**src/rtl/ioctl_ram_sched.sv**
```systemverilog
// ioctl_ram_sched: shares one single-port RAM between the CPU bus and a FIFO-buffered ioctl download stream.
// Optional define IOCTL_SCHED_CHKSUM_EN adds dl_sum, a running 16-bit sum of download bytes committed to RAM.
module ioctl_ram_sched #(
   parameter int AW         = 25,
   parameter int FIFO_DEPTH = 4,
   parameter int MAX_STARVE = 3
) (
   input  logic          clk_sys,
   input  logic          reset,
   input  logic          ioctl_download,
   input  logic          ioctl_wr,
   input  logic [AW-1:0] ioctl_addr,
   input  logic [7:0]    ioctl_dout,
   output logic          ioctl_wait,
   input  logic          cpu_req,
   input  logic          cpu_we,
   input  logic [AW-1:0] cpu_addr,
   input  logic [7:0]    cpu_din,
   output logic [7:0]    cpu_dout,
   output logic          cpu_ack,
   output logic          mem_req,
   output logic          mem_we,
   output logic [AW-1:0] mem_addr,
   output logic [7:0]    mem_din,
   input  logic [7:0]    mem_dout,
   input  logic          mem_ack,
   output logic          dl_busy,
   output logic          dl_done,
`ifdef IOCTL_SCHED_CHKSUM_EN
   output logic [15:0]   dl_sum,
`endif
   output logic          dl_ovf
);

   localparam int PW = $clog2(FIFO_DEPTH);
   localparam int CW = PW + 1;
   localparam int SW = (MAX_STARVE < 1) ? 1 : $clog2(MAX_STARVE + 1);

   typedef enum logic [1:0] {
      ST_IDLE = 2'd0,
      ST_CPU  = 2'd1,
      ST_DL   = 2'd2
   } state_t;

   state_t          state_r;
   state_t          state_s;

   logic [AW-1:0]   fifo_addr_r [FIFO_DEPTH];
   logic [7:0]      fifo_data_r [FIFO_DEPTH];
   logic [PW-1:0]   wr_ptr_r;
   logic [PW-1:0]   rd_ptr_r;
   logic [CW-1:0]   count_r;
   logic [CW-1:0]   count_s;

   logic            wr_d_r;
   logic            dl_d_r;
   logic            push_s;
   logic            push_ok_s;
   logic            pop_s;
   logic            fifo_full_s;
   logic            fifo_empty_s;
   logic            dl_rise_s;
   logic            dl_clear_s;
   logic [AW-1:0]   head_addr_s;
   logic [7:0]      head_data_s;

   logic [SW-1:0]   starve_r;
   logic [SW-1:0]   starve_s;

   logic            mem_req_r;
   logic            mem_req_s;
   logic            mem_we_r;
   logic            mem_we_s;
   logic [AW-1:0]   mem_addr_r;
   logic [AW-1:0]   mem_addr_s;
   logic [7:0]      mem_din_r;
   logic [7:0]      mem_din_s;
   logic            cpu_ack_r;
   logic            cpu_ack_s;
   logic [7:0]      cpu_dout_r;
   logic [7:0]      cpu_dout_s;
   logic            ioctl_wait_r;
   logic            dl_busy_r;
   logic            dl_done_r;
   logic            dl_ovf_r;

   assign push_s       = ioctl_download & ioctl_wr & ~wr_d_r;
   assign fifo_full_s  = (count_r == CW'(FIFO_DEPTH));
   assign fifo_empty_s = (count_r == {CW{1'b0}});
   assign push_ok_s    = push_s & ~fifo_full_s;
   assign pop_s        = (state_r == ST_DL) & mem_ack;
   assign head_addr_s  = fifo_addr_r[rd_ptr_r];
   assign head_data_s  = fifo_data_r[rd_ptr_r];
   assign dl_rise_s    = ioctl_download & ~dl_d_r;
   assign dl_clear_s   = ~ioctl_download & fifo_empty_s & (state_r != ST_DL);

   // FIFO occupancy after this cycle's push and pop
   always_comb begin
      count_s = count_r;
      case ({push_ok_s, pop_s})
         2'b10:   count_s = count_r + CW'(1);
         2'b01:   count_s = count_r - CW'(1);
         default: count_s = count_r;
      endcase
   end

   // FIFO storage; contents need no reset since occupancy is tracked separately
   always_ff @(posedge clk_sys) begin
      if (push_ok_s) begin
         fifo_addr_r[wr_ptr_r] <= ioctl_addr;
         fifo_data_r[wr_ptr_r] <= ioctl_dout;
      end
   end

   // FIFO pointers, strobe edge detect, throttle and overflow flag
   always_ff @(posedge clk_sys) begin
      if (reset) begin
         wr_ptr_r     <= {PW{1'b0}};
         rd_ptr_r     <= {PW{1'b0}};
         count_r      <= {CW{1'b0}};
         wr_d_r       <= 1'b0;
         ioctl_wait_r <= 1'b0;
         dl_ovf_r     <= 1'b0;
      end else begin
         wr_d_r       <= ioctl_wr;
         count_r      <= count_s;
         ioctl_wait_r <= (count_s >= CW'(FIFO_DEPTH - 1));
         if (push_ok_s) begin
            wr_ptr_r <= wr_ptr_r + PW'(1);
         end
         if (pop_s) begin
            rd_ptr_r <= rd_ptr_r + PW'(1);
         end
         if (push_s && fifo_full_s) begin
            dl_ovf_r <= 1'b1;
         end
      end
   end

   // Arbitration: picks the next requester and forms the registered RAM/CPU outputs
   always_comb begin
      state_s    = state_r;
      mem_req_s  = mem_req_r;
      mem_we_s   = mem_we_r;
      mem_addr_s = mem_addr_r;
      mem_din_s  = mem_din_r;
      cpu_ack_s  = 1'b0;
      cpu_dout_s = cpu_dout_r;
      starve_s   = starve_r;
      case (state_r)
         ST_IDLE: begin
            if (!fifo_empty_s && (!cpu_req || (starve_r >= SW'(MAX_STARVE)))) begin
               state_s    = ST_DL;
               mem_req_s  = 1'b1;
               mem_we_s   = 1'b1;
               mem_addr_s = head_addr_s;
               mem_din_s  = head_data_s;
            end else if (cpu_req) begin
               state_s    = ST_CPU;
               mem_req_s  = 1'b1;
               mem_we_s   = cpu_we;
               mem_addr_s = cpu_addr;
               mem_din_s  = cpu_din;
            end else begin
               mem_req_s  = 1'b0;
               mem_we_s   = 1'b0;
            end
         end
         ST_CPU: begin
            if (mem_ack) begin
               state_s   = ST_IDLE;
               mem_req_s = 1'b0;
               mem_we_s  = 1'b0;
               cpu_ack_s = 1'b1;
               if (!mem_we_r) begin
                  cpu_dout_s = mem_dout;
               end else begin
                  cpu_dout_s = cpu_dout_r;
               end
               // Only CPU grants that bypass waiting download data count as starvation
               if (!fifo_empty_s && (starve_r < SW'(MAX_STARVE))) begin
                  starve_s = starve_r + SW'(1);
               end else begin
                  starve_s = starve_r;
               end
            end else begin
               state_s = ST_CPU;
            end
         end
         ST_DL: begin
            if (mem_ack) begin
               state_s   = ST_IDLE;
               mem_req_s = 1'b0;
               mem_we_s  = 1'b0;
               starve_s  = {SW{1'b0}};
            end else begin
               state_s = ST_DL;
            end
         end
         default: begin
            state_s   = ST_IDLE;
            mem_req_s = 1'b0;
            mem_we_s  = 1'b0;
         end
      endcase
   end

   // State and registered outputs; reset abandons any in-flight RAM access
   always_ff @(posedge clk_sys) begin
      if (reset) begin
         state_r    <= ST_IDLE;
         starve_r   <= {SW{1'b0}};
         mem_req_r  <= 1'b0;
         mem_we_r   <= 1'b0;
         mem_addr_r <= {AW{1'b0}};
         mem_din_r  <= 8'h00;
         cpu_ack_r  <= 1'b0;
         cpu_dout_r <= 8'h00;
      end else begin
         state_r    <= state_s;
         starve_r   <= starve_s;
         mem_req_r  <= mem_req_s;
         mem_we_r   <= mem_we_s;
         mem_addr_r <= mem_addr_s;
         mem_din_r  <= mem_din_s;
         cpu_ack_r  <= cpu_ack_s;
         cpu_dout_r <= cpu_dout_s;
      end
   end

   // Download lifetime: busy from the download start until the FIFO has fully drained
   always_ff @(posedge clk_sys) begin
      if (reset) begin
         dl_d_r    <= 1'b0;
         dl_busy_r <= 1'b0;
         dl_done_r <= 1'b0;
      end else begin
         dl_d_r <= ioctl_download;
         if (dl_rise_s) begin
            dl_busy_r <= 1'b1;
            dl_done_r <= 1'b0;
         end else if (dl_busy_r && dl_clear_s) begin
            dl_busy_r <= 1'b0;
            dl_done_r <= 1'b1;
         end else begin
            dl_done_r <= 1'b0;
         end
      end
   end

`ifdef IOCTL_SCHED_CHKSUM_EN
   logic [15:0] dl_sum_r;

   // Checksum counts bytes as they land in RAM, not as they enter the FIFO
   always_ff @(posedge clk_sys) begin
      if (reset) begin
         dl_sum_r <= 16'h0000;
      end else if (dl_rise_s) begin
         dl_sum_r <= 16'h0000;
      end else if (pop_s) begin
         dl_sum_r <= dl_sum_r + {8'h00, mem_din_r};
      end
   end

   assign dl_sum = dl_sum_r;
`endif

   assign ioctl_wait = ioctl_wait_r;
   assign cpu_dout   = cpu_dout_r;
   assign cpu_ack    = cpu_ack_r;
   assign mem_req    = mem_req_r;
   assign mem_we     = mem_we_r;
   assign mem_addr   = mem_addr_r;
   assign mem_din    = mem_din_r;
   assign dl_busy    = dl_busy_r;
   assign dl_done    = dl_done_r;
   assign dl_ovf     = dl_ovf_r;

endmodule

```
**config.mk**
```make
export PLATFORM = sky130hd
export DESIGN_NAME = ioctl_ram_sched
export DESIGN_NICKNAME = d
export VERILOG_FILES = /design/src/rtl/ioctl_ram_sched.sv
export SDC_FILE = /design/constraint.sdc
export NUM_CORES = 1
export LEC_CHECK = 0
export CAP_MARGIN = 15
export CORE_ASPECT_RATIO = 1.25
export CORE_MARGIN = 3
export CORE_UTILIZATION = 49
export CTS_CLUSTER_SIZE = 20
export DETAILED_ROUTE_END_ITERATION = 7
export PLACE_DENSITY = 0.86
export SYNTH_ARGS = -nofsm -noshare
export SYNTH_HDL_FRONTEND = slang
export SYNTH_SLANG_ARGS = --single-unit
```
**constraint.sdc**
```tcl
create_clock -name clk_sys -period 7.43 [get_ports clk_sys]
set_input_delay 2.229 -clock clk_sys [delete_from_list [all_inputs] [get_ports clk_sys]]
set_output_delay 2.229 -clock clk_sys [all_outputs]
set_load 0.01 [all_outputs]
```
* Word level (Yosys, flattened, before mapping)
Memory sizes are Yosys's and may differ from the RTL's. A register that Yosys moved wholly into a read port is not among the register bits.
Index checks and enable logic that the tools add are counted.
** Word-level totals
- Register bits :: 61
- RAM bits :: 132
- Input port bits :: 81
- Output and inout bits :: 48
- Word-level logic and storage cells :: 100
- Memories kept :: 2
** Operators by class
- $add $sub $neg :: 5
- Order comparisons :: 3
- Eq/ne operators :: 11
- Mux-type cells :: 31
- Bitwise logic cells :: 13
- Reductions and logical operators :: 18
** Memory list
- fifo_addr_r :: words 4, bits a word 25, read ports 1, clocked after Yosys merged registers in 1, wr ports 1, RTL line 48 : logic [AW-1:0] fifo_addr_r [FIFO_DEPTH];
- fifo_data_r :: words 4, bits a word 8, read ports 1, clocked after Yosys merged registers in 1, wr ports 1, RTL line 49 : logic [7:0] fifo_data_r [FIFO_DEPTH];
** Operators by type and width (count)
- $mux W25 :: 2
- $mux W2 :: 10
- $mux W8 :: 2
- $mux W1 :: 12
- $ne A2 B2 Y1 const B :: 4
- $and A1 B1 Y1 :: 7
- $add A2 B1 Y2 const B :: 3
- $not A1 Y1 :: 6
- $pmux W2 S3 :: 1
- $pmux W3 S2 :: 1
- $reduce_bool A2 Y1 :: 3
- $reduce_or A2 Y1 :: 3
- $eq A2 B1 Y1 const B :: 2
- $eq A2 B2 Y1 const B :: 2
- $logic_and A1 B1 Y1 :: 4
- $pmux W1 S2 :: 2
- $pmux W2 S2 :: 1
- $reduce_and A4 Y1 :: 1
- $add A3 B1 Y3 const B :: 1
- $eq A3 B3 Y1 const B :: 1
- $ge A3 B2 Y1 const B :: 1
- $logic_not A3 Y1 :: 1
- $ne A3 B3 Y1 const B :: 1
- $reduce_and A3 Y1 :: 1
- 8 further kinds :: 9

* Logic depth before layout (Yosys ltp)
- Depth after elaboration :: 6
- Mapped depth :: 10
- Depth with buffers taken out :: 10

* Worst setup path after synthesis
OpenSTA, ideal clock, no wires.
- Path kind :: input-to-reg
- Start :: input port ioctl_download
- End :: memory fifo_addr_r[0][0], enable pin
- Setup time :: 0.393 ns
- Arrival time :: 3.738 ns
- Data required time :: 7.037 ns
- Path slack :: 3.299 ns
- Stages :: 3
- Buffers on the path :: 0
- Cells stage by stage :: nand2_1 a211oi_1 and2_1
** On the way
- Longest elaborated chain between the ends :: 5
** Ends and longest elaborated chain
- start: declaration :: RTL line 10 : input logic ioctl_download,
- $and A1 B1 Y1 (2 in a row) :: RTL line 87 : assign push_s = ioctl_download & ioctl_wr & ~wr_d_r;
- $and A1 B1 Y1 :: RTL line 90 : assign push_ok_s = push_s & ~fifo_full_s;
- $mux W1 :: RTL line 109 : if (push_ok_s) begin
- $mux W1 (implied by the code) :: RTL line 110 : fifo_addr_r[wr_ptr_r] <= ioctl_addr;
- end: declaration :: RTL line 48
Every way passes these cells.

* Final worst setup path
- Start :: input port ioctl_download
- End :: register ioctl_wait_r (netlist: ioctl_wait)
** On the way
- Longest elaborated chain between the ends :: 6
- Elaborated cells on any way between the ends :: 7
- Classes of those cells :: order compare: 1; eq/ne: 2; mux: 1; bitwise: 3
** Ends and longest elaborated chain
- $and A1 B1 Y1 (*) (2 in a row) :: RTL line 87
- $and A1 B1 Y1 (*) :: RTL line 90
- $eq A2 B1 Y1 or $eq A2 B2 Y1 (tied branches) :: RTL line 100 : case ({push_ok_s, pop_s})
- $pmux W3 S2 (*) :: RTL line 100
- $ge A3 B2 Y1 (*) :: RTL line 127 : ioctl_wait_r <= (count_s >= CW'(FIFO_DEPTH - 1));
- end signal: assignment :: RTL line 127
- end: declaration :: RTL line 82 : logic ioctl_wait_r;
Every way passes the cells marked *; elsewhere a longest branch is shown, timed or not.
A chain may end at the register's enable or synchronous reset.

==> flow_metrics.env <==
export IMPL_first_global_vias=4945
export IMPL_diodes=0
export IMPL_post_drt_wl_per_cell_um=19.5
export IMPL_final_min_clock_period_ns=4.43
export IMPL_outcome="finished, final reports clean"
export IMPL_finalHoldViolCount=0
export IMPL_rsz0062_at_grt="no"
export IMPL_cts_hold_buffers=0
export IMPL_yosysWarnings=0
export IMPL_maxSlewHeadroom_pct=34.0
export IMPL_multiInputGateArea_mm2=0.00229
export IMPL_track_usage_pct=19.8
export IMPL_route_vias_total=4612
export IMPL_portBuffers=128
export IMPL_max_cap_violations=0
export IMPL_cts_sinks=195
export IMPL_nNetsFinal=709
export IMPL_drive_gt1_share_pct=17.5
export IMPL_cts_setup_buffers=0
export IMPL_cts_root_buffer="clkbuf_16"
export IMPL_place_area_mm2=0.00911
export IMPL_cp_startpoint="ioctl_download"
export IMPL_cp_start_kind="input pin"
export IMPL_hold_ws_ns=0.482
export IMPL_ios=129
export IMPL_fin_worst_skew_ns=0.00765
export IMPL_finalCritPeriodShare_pct=59.6
export IMPL_syn_to_final_growth_pct=26.4
export IMPL_clock_latency_ns=0.43
export IMPL_ir_worst_vdd_uv=155
export IMPL_tritoncts="built"
export IMPL_std_cell_rows=50
export IMPL_power_density_mw_per_mm2=268
export IMPL_ys_ff_latch=195
export IMPL_critPathCapture="ioctl_wait"
export IMPL_rrSetupSlack_ns=4.87
export IMPL_n_fill_cell=1097
export IMPL_fin_util_pct=64.2
export IMPL_dieArea_mm2=0.0173
export IMPL_initial_core_util_pct=50.8
export IMPL_required_ns=7.81
export IMPL_drcViolationCount=0
export IMPL_seqCellArea_mm2=0.00523
export IMPL_synth_ff_type="edfxtp_1"
export IMPL_crit_path_cell_trace="clkdlybuf4s50_1 > nand2_1 > a211oi_1 > inv_1 > ha_1 > inv_1 > fa_1 > xor2_1 > or3_1 > a21oi_1 > a21o_1"
export IMPL_synthCells=501
export IMPL_syn_nets=593
export IMPL_clk_pin_slew_ns=0.07
export IMPL_hold_path_class="register to register"
export IMPL_die_x_um=118
export IMPL_max_stage_delay_ns=0.66
export IMPL_arrival_ns=4.81
export IMPL_antenna_found_initial=0
export IMPL_synth_area_per_cell_um2=15.4
export IMPL_cts_resized=0
export IMPL_dieHeight_um=146
export IMPL_p_leak_nw=3.23
export IMPL_cts_htree_levels=4
export IMPL_timing_rr_start="count_r[0]"
export IMPL_core_mm2=0.0152
export IMPL_design_area_mm2=0.00975
export IMPL_antenna_left=0
export IMPL_synth_largest_area_cell="edfxtp_1"
export IMPL_synth_edff_count=132
export IMPL_reg2reg_depth=10
export IMPL_grt_pass1_wl_um=26200
export IMPL_clock_fmax_mhz=226
export IMPL_drv_slew=0
export IMPL_slowest_stage="a211oi_1"
export IMPL_place_hpwl_um=10400
export IMPL_synth_area_mm2=0.00772
export IMPL_ys_top_cells_by_area="edfxtp_1 51%, dfxtp_1 16%, mux4_2 9.6%, a211oi_2 4.9%, nor2_1 2.7%"
export IMPL_setup_violations_final=0
export IMPL_tightest_slew_ns=0.986
export IMPL_yosysUniqueCellTypes=41
export IMPL_grt_max_degree=64
export IMPL_crit_top_cell="inv_1"
export IMPL_holdPathStages=2
export IMPL_yosys_area_top_type_share_pct=51.4
export IMPL_clockBufferDepth=2
export IMPL_numCtsBuffers=17
export IMPL_critPathKind="input pin to register"
export IMPL_r2r_end="ioctl_wait"
export IMPL_seq_area_frac_synth_pct=67.7
export IMPL_drt_iter0_markers=411
export IMPL_synthArstFlopShare_pct=0
export IMPL_wl_um=16300
export IMPL_gp_congestion=0.747
export IMPL_firstDrtPassIters=5
export IMPL_crit_fanout=7
export IMPL_tns_ns=0
export IMPL_vias_per_cell=5.50
export IMPL_end_kind="register"
export IMPL_overflow=0
-- area by class of cell --
type	instances	area share, %
timing repair buffer	131	13.3
clock buffer	18	4.50
multi-input combinational	263	23.5
sequential	195	53.6
tap	208	2.67
clock inverter	14	2.05
inverter	9	0.346
-- cell usage in the layout (no fill, tap or decap), types with 17 or more instances in the layout --
cell and instances:
a211oi_2 30, edfxtp_1 132, clkbuf_16 17, clkdlybuf4s50_1 127
a21oi_1 38, mux4_2 33, nor2_1 55, nand3_1 34
dfxtp_1 61
-- sequential cells by signal, summed over array words and instances, names as in the netlist, 2 cells and up, named ones only --
register / cells
state_r: 2
fifo_addr_r: 100
starve_r: 2
rd_ptr_r: 2
cpu_dout: 8
fifo_data_r: 32
mem_addr: 25
wr_ptr_r: 2
count_r: 3
mem_din: 8
-- metrics by stage --
stage	instances	worst slack (ns)	total power, mW
6_report	838	3.00	2.61
2_1_floorplan	501	3.30	1.48
3_5_place_dp	806	2.57	1.66
3_3_place_gp	806	2.74	1.63
4_1_cts	838	3.01	2.63
5_1_grt	838	2.77	2.71
-- where the power goes --
group	leakage (nW)	switching, mW	internal [mW]
clock network	0.311	0.401	0.578
registers	1.72	0.0303	1.22
logic	1.20	0.197	0.187
total	3.23	0.628	1.98
-- metal layers --
| metal | global-route usage, % | wire length [um] | vias up | share of wire (%) |
|---|---|---|---|---|
| met5 | 0 | 0 | - | 0 |
| met4 | 7.74 | 388 | 0 | 2.4 |
| met3 | 5.66 | 1100 | 33 | 6.7 |
| met2 | 34.0 | 8510 | 175 | 52 |
| met1 | 23.6 | 6350 | 2265 | 39 |
| li1 | - | - | 2139 | - |
-- kinds of logic after synthesis --
logic type,count (synthesis),synth area share [%]
AO/OA/AOI/OAI,87,9.21
flip-flops,195,67.7
XOR/XNOR,5,0.567
adder cells (fa/ha/maj),11,1.88
multiplexers,43,10.9
buffers and inverters,43,2.67
AND/OR/NAND/NOR,117,7.05
-- critical path: cells and delay by family --
family                   cells  cell delay (ns)
adder cells (fa/ha/maj)      2             0.44
XOR/XNOR                     1             0.07
AO/OA/AOI/OAI                3             0.98
buffers and inverters        3             0.69
AND/OR/NAND/NOR              2             0.39
-- worst min path at each step --
stage	start	to	slack, ns
after global routing	dl_busy	dl_done	0.53
after global placement	mem_we	mem_we	0.47
after floorplan	starve_r[0]	starve_r[0]	0.47
after detailed placement	dl_ovf	dl_ovf	0.48
after CTS	mem_we	mem_we	0.49
final	dl_ovf	dl_ovf	0.48
-- cell usage after synthesis, types with 3 or more instances --
| cell | instances |
|---|---|
| mux4_2 | 33 |
| mux2i_1 | 10 |
| dfxtp_1 | 63 |
| ha_1 | 10 |
| a211oi_2 | 30 |
| buf_2 | 5 |
| clkbuf_1 | 21 |
| a21oi_1 | 38 |
| a211oi_1 | 4 |
| nor2b_1 | 5 |
| nor2_1 | 55 |
| nand2b_1 | 3 |
| and2_1 | 5 |
| nand3_1 | 34 |
| buf_6 | 4 |
| inv_1 | 9 |
| edfxtp_1 | 132 |
| nand2_1 | 6 |
| xnor2_1 | 3 |
| o21ai_0 | 4 |
Power figures use the tool's default switching activity.
